## src/rtl/structs.sv

```systemverilog
// ============================================================================
//  Module      : structs_pkg
//  Description : Shared decoded-instruction payload carried by the instruction queue.
//  Revision    : 1.0 - initial release
// ============================================================================
`default_nettype none

package structs_pkg;

    typedef struct packed {
        logic [15:0] pc;
        logic [6:0]  opcode;
        logic [4:0]  rd;
        logic [4:0]  rs1;
        logic [4:0]  rs2;
    } decoded_instr;

endpackage

`default_nettype wire

```

## src/rtl/instr_queue_dual.sv

```systemverilog
// ============================================================================
//  Module      : instr_queue_dual
//  Description : Two-wide push / two-wide pop circular instruction queue.
//                Optional statistics ports enabled by macro IQ_STATS_EN.
//  Revision    : 1.0 - initial release
// ============================================================================
`default_nettype none

module instr_queue_dual
    import structs_pkg::*;
#(
    parameter int DEPTH = 8
) (
    input  logic                clk,
    input  logic                rst_n,
    input  logic                flush,
    input  logic                valid_i,
    input  decoded_instr        data_i,
    input  logic                valid_i_2,
    input  decoded_instr        data_i_2,
    output logic                ready_o,
    output logic                valid_o,
    output decoded_instr        data_o,
    input  logic                ready_i,
    output logic                valid_o_2,
    output decoded_instr        data_o_2,
    input  logic                ready_i_2
`ifdef IQ_STATS_EN
    ,
    output logic [$clog2(DEPTH):0] max_occ,
    output logic [15:0]         drop_cnt
`endif
);

    localparam int AW = $clog2(DEPTH);
    localparam int CW = AW + 1;

    decoded_instr   mem_q [DEPTH];

    logic [AW-1:0]  head_q, head_d;
    logic [AW-1:0]  tail_q, tail_d;
    logic [CW-1:0]  count_q, count_d;

    logic           push1, push2, pop1, pop2;
    logic [AW-1:0]  head_nxt, tail_nxt;
    logic [AW-1:0]  wr_addr_2;

    // Registered count only, so a same-cycle pop cannot open a slot being read.
    assign ready_o   = (count_q <= CW'(DEPTH - 2));
    assign valid_o   = (count_q >= CW'(1));
    assign valid_o_2 = (count_q >= CW'(2));

    assign head_nxt  = head_q + AW'(1);
    assign tail_nxt  = tail_q + AW'(1);
    assign data_o    = mem_q[head_q];
    assign data_o_2  = mem_q[head_nxt];

    assign push1 = valid_i   & ready_o;
    assign push2 = valid_i_2 & ready_o;
    assign pop1  = ready_i   & valid_o;
    assign pop2  = ready_i_2 & valid_o_2 & pop1;

    assign wr_addr_2 = push1 ? tail_nxt : tail_q;

    always_comb begin
        head_d  = head_q;
        tail_d  = tail_q;
        count_d = count_q;
        if (flush) begin
            head_d  = '0;
            tail_d  = '0;
            count_d = '0;
        end else begin
            head_d  = head_q + AW'(pop1) + AW'(pop2);
            tail_d  = tail_q + AW'(push1) + AW'(push2);
            count_d = count_q + CW'(push1) + CW'(push2) - CW'(pop1) - CW'(pop2);
        end
    end

    always_ff @(posedge clk or negedge rst_n) begin
        if (!rst_n) begin
            head_q  <= '0;
            tail_q  <= '0;
            count_q <= '0;
        end else begin
            head_q  <= head_d;
            tail_q  <= tail_d;
            count_q <= count_d;
        end
    end

    // Storage is never cleared; pointers and count alone define what is live.
    always_ff @(posedge clk) begin
        if (push1 && !flush) begin
            mem_q[tail_q] <= data_i;
        end
        if (push2 && !flush) begin
            mem_q[wr_addr_2] <= data_i_2;
        end
    end

`ifdef IQ_STATS_EN
    logic [CW-1:0]  max_occ_q, max_occ_d;
    logic [15:0]    drop_cnt_q, drop_cnt_d;
    logic [1:0]     drops;
    logic [16:0]    drop_sum;

    assign drops    = {1'b0, valid_i & ~ready_o} + {1'b0, valid_i_2 & ~ready_o};
    assign drop_sum = {1'b0, drop_cnt_q} + 17'(drops);

    always_comb begin
        max_occ_d  = (count_d > max_occ_q) ? count_d : max_occ_q;
        drop_cnt_d = drop_sum[16] ? 16'hFFFF : drop_sum[15:0];
    end

    // Statistics survive flush; only rst_n clears them.
    always_ff @(posedge clk or negedge rst_n) begin
        if (!rst_n) begin
            max_occ_q  <= '0;
            drop_cnt_q <= '0;
        end else begin
            max_occ_q  <= max_occ_d;
            drop_cnt_q <= drop_cnt_d;
        end
    end

    assign max_occ  = max_occ_q;
    assign drop_cnt = drop_cnt_q;
`endif

endmodule

`default_nettype wire

```

## config.mk

```make
export PLATFORM = sky130hd
export DESIGN_NAME = instr_queue_dual
export DESIGN_NICKNAME = d
export VERILOG_FILES = /design/src/rtl/structs.sv /design/src/rtl/instr_queue_dual.sv
export SDC_FILE = /design/constraint.sdc
export NUM_CORES = 1
export LEC_CHECK = 0
export CAP_MARGIN = 20
export CELL_PAD_IN_SITES_DETAIL_PLACEMENT = 0
export CELL_PAD_IN_SITES_GLOBAL_PLACEMENT = 1
export CORE_MARGIN = 4
export CORE_UTILIZATION = 45
export CTS_CLUSTER_DIAMETER = 120
export DETAILED_ROUTE_END_ITERATION = 8
export GPL_ROUTABILITY_DRIVEN = 0
export PLACE_DENSITY = 0.8
export SYNTH_ARGS = -nofsm -noshare
export SYNTH_HDL_FRONTEND = slang
export SYNTH_SLANG_ARGS = --single-unit
```

## constraint.sdc

```tcl
create_clock -name clk -period 6.4 [get_ports clk]
set_input_delay 1.6 -clock clk [delete_from_list [all_inputs] [get_ports clk]]
set_output_delay 1.6 -clock clk [all_outputs]
set_load 0.02 [all_outputs]
```

# Word level (Yosys, flattened, before mapping)
# Memory sizes are Yosys's and may differ from the RTL's.
# Index checks and enable logic that the tools add are counted.
# word_totals
inputBits	83
elab_cells	33
n_memories	1
out_inout_bits	79
romBits	0
latch_bits	0
register_bits	10
ram_bits	304
# mem_list
name	depth	width	read_ports	rd_ports_with_merged_regs	wr	line	rtl
mem_q	8	38	2	0	2	instr_queue_dual.sv:38	decoded_instr mem_q [DEPTH];
# op_classes
n_mux	8
add_sub_neg	10
eq_ne	0
n_reduce_logical	3
n_shift	0
multipliers	0
bitwise_logic	5
div	0
n_lt_le_gt_ge	3
# op_table
cell	count
adder 3 x 1 -> 3 bit	4
2-to-1 mux 3 bit	3
adder 4 x 1 -> 4 bit	2
subtractor 4 x 1 -> 4 bit	2
adder 3 x 1 -> 3 bit, second input constant	2
bitwise AND 1 bit	5
greater-or-equal comparator 4 x 1 -> 1 bit, second input constant	1
greater-or-equal comparator 4 x 2 -> 1 bit, second input constant	1
<= comparator 4 x 3 -> 1 bit, second input constant	1
2-to-1 mux 1 bit	4
2-to-1 mux 4 bit	1
logical AND 1 bit	2
logical NOT 1 bit	1

# Depth between registers and ports, before layout
# logic_depth
depth_word	7
ltp_mapped	14
ltp_nobuf	14

# Worst setup path after synthesis
# No wires, ideal clock.
# synth_timing
path_type	input -> register
start	input port valid_i
end	memory mem_q[5][0] (netlist name), enable pin
arrival_time_ps	5109
n_path_buf	1
path_slack_ps	805
stages	4
path_cell_list	clkbuf_1 -> nand3_1 -> or3_1 -> o21ai_0
# synth_rtl
item	line	rtl
start: declaration	instr_queue_dual.sv:17	input logic valid_i,
end: declaration	instr_queue_dual.sv:38	

==> results.toml <==
[clock_network]
clkLatencyLatePin_ns = 0.52
cts_buffers = 36
cts-root-buf = "clkbuf_16"
cts_hold_repair.buffers = 0
cts.path.max_buffers = 3
path_clk_slew_ns = 0.06
clock_sinks = 314
htreeDepth = 2
cts_tree = "done"
ctsResizeCount = 0
cts_setup_buffers = 0

[route]
wl_per_cell_microns = 27.6
drt_iter0_markers = 751
drc = 0
routed_wl_microns = 47500
ant_nets = 0
first_pass_iters = 7
num_vias = 10700
vias_per_cell = 6.22

[worst_hold_path]
hp-class = "flop to flop"

[critical_path]
critical_path_class = "flop to primary output"
worstRegToRegCells = 7
cp-endpoint = "data_o_2[3]"
crit_path_end_kind = "primary output"
cp_max_fo = 39
cp_slowest_stage_delay_ns = 0.72
startpoint = "head_q[0]"
crit_family = "buffers and inverters"
r2r_end = "mem_q[3][19]"
required_ns = 4.80
worst-path-stages = 5
crit_buf_inv = 2
ff2ff_setup_slack_ns = 2.80
arrival_ns = 3.34
path_cells = "ha_4 > buf_12 > mux4_2 > mux2_2 > clkdlybuf4s50_1"
crit_path_start_kind = "flop"
cp_slowest_cell = "ha_4"
r2r_start = "count_q[2]"

[logic_synthesis]
async_flop_share_pct = 3.18
synth_area_per_cell_sq_um = 17.8
ys_ff_latch = 314
synth_cells = 1022
synthAdderAreaFrac_pct = 1.06
netlist.area_leader.share_pct = 50.2
synthTopCellsByCount = "mux2_2, edfxtp_1, mux4_2"
synthesis.area_sq_um = 18200
synth_top_family_by_area = "multiplexers"
synth_edf_count = 304
synthMuxAreaShare_pct = 42.4
synth_nets = 1118
synth_most_common_cell = "mux2_2"
ys_types = 38
synth_area_leaders = "edfxtp_1, mux2_2, mux4_2"
yosysWarnings = 0
synth_top_area_cell = "edfxtp_1"
ys.flop_type = "edfxtp_1"
synth_xor_area_share_pct = 0.289
synth_compound_area_share_pct = 1.06
synth-simple-area-share_pct = 1.38
yosysSeqAreaShare_pct = 51.6

[floorplan]
core_area_sq_um = 39800
ios = 162
start_util_pct = 45.6
die_h_microns = 209
rows = 73
die_x_microns = 209
dieArea_sq_um = 43700

[grt]
grt_overflow = 0
grt_pass1_vias = 11300
grt_pass1_wl_microns = 71900
met3_usage_pct = 3.75
grt.busiest_layer = "met2"
gr-usage-met2_pct = 37.2
grt_max_degree = 154
antenna_found_initial = 0
gr-usage-all-layers_pct = 21.5
grt_use_met1_pct = 29.0

[timing]
worst_pin_slew_ns = 1.07
rsz0062_at_grt = "no"
skew_ns = 0.0169
setup_ws_ns = 1.46
fin_crit_ns = 4.94
final-hold-violation-count = 0
setup_viol = 0
setup_tns_ns = 0
relSlewSlack_pct = 28.8
drv_slew = 0
period_share_pct = 77.1
max_freq_mhz = 203

[placed_design]
portBuffers = 161
placed_area_sq_um = 20500
place_ws_ns = 1.47
hpwl_microns = 28400

[cells_and_area]
syn_to_final_growth_pct = 18.8
finalInstanceArea_sq_um = 21600
drive_gt1_share_pct = 50.8
fillers = 3281
layout.nets = 1268
num_antenna_cells = 0

[power]
peakVddDrop_mv = 0.370
p_leak_uw = 0.00687
power_density_nw_per_um2 = 403
p_total_uw = 8700

[outcome]
status = "finished clean"

[run]
max-cap-violations = 0
-- tightest hold or removal path, delay by kind of cell, from the launching register on --
kind | cells | cell delay [ns]
adders and majority gates | 1 | 0.18
DFF | 1 | 0.40
and+or+nand+nor | 1 | 0.04
-- worst min path at each step --
stage | from | to | slack [ns] | cells after the start
final | count_q[2] | count_q[2] | 0.66 | 2
after global routing | count_q[2] | count_q[2] | 0.69 | 2
after CTS | count_q[2] | count_q[2] | 0.66 | 2
after detailed placement | count_q[2] | count_q[2] | 0.65 | 2
after global placement | count_q[2] | count_q[2] | 0.64 | 2
after floorplan | head_q[1] | head_q[1] | 0.61 | 2
-- where the power goes --
group          internal, uW  switching (uW)  leakage (uW)
logic                  2140            2060       0.00347
registers              2540             111       0.00288
clock network          1060             798      0.000520
total                  5740            2970       0.00687
-- state kept, by name (all words and copies together) (netlist names) --
name and flops:
tail_q 3, mem_q 304, head_q 3, count_q 4
-- metal layers --
layer,wire length [microns],share of wire (%)
met2,24200,51
met5,0,0
met4,852,1.8
met1,19700,41
met3,2760,5.8
-- layout make-up --
class / count / area [sq um] / share of cell area (%)
Tap cell: 525 / 657 / 3.04
Inverter: 14 / 52.6 / 0.243
Sequential cell: 314 / 9390 / 43.5
Clock inverter: 20 / 95.1 / 0.440
Clock buffer: 44 / 952 / 4.41
Timing Repair Buffer: 190 / 1850 / 8.59
Multi-Input combinational cell: 616 / 8590 / 39.8
-- cells by family after synthesis --
family / after synthesis
xor gates and xnor gates: 6
and+or+nand+nor: 42
muxes: 532
adders and majority gates: 13
buffers and inverters: 92
DFF: 314
AOI/OAI and AO/OA: 23
-- stage by stage --
step	utilization (%)	hold WS [ns]	std cells
finish	54.2	0.659	1723
global route	54.2	0.694	1723
CTS	54.2	0.664	1723
detailed placement	51.6	0.655	1659
global placement	51.6	0.643	1659
floorplan	-	0.609	1022
-- layout by cell type, fill, tap and decap left out, drive strengths merged --
master / Yosys / final
a21boi: 1 / 1
buf: 48 / 29
and3: 2 / 2
dfrtp: 10 / 10
or4: 1 / 1
a21oi: 1 / 1
nor4b: 2 / 2
fa: 4 / 4
or2: 1 / 1
clkbuf: 30 / 44
inv: 14 / 16
o21ai: 5 / 5
nor4: 5 / 5
xor2: 2 / 2
nand4b: 2 / 2
a311oi: 5 / 5
o311ai: 6 / 6
nor2b: 5 / 5
clkinv: 0 / 18
nor2: 8 / 8
or3: 2 / 2
edfxtp: 304 / 304
nand2: 7 / 7
xnor2: 4 / 4
a21bo: 1 / 1
nand2b: 4 / 4
nand3: 3 / 3
mux2: 380 / 380
ha: 9 / 9
mux4: 152 / 152
o21bai: 3 / 3
clkdlybuf4s50: 0 / 161
o311a: 1 / 1
No activity file was read; power rests on OpenSTA's default activity.
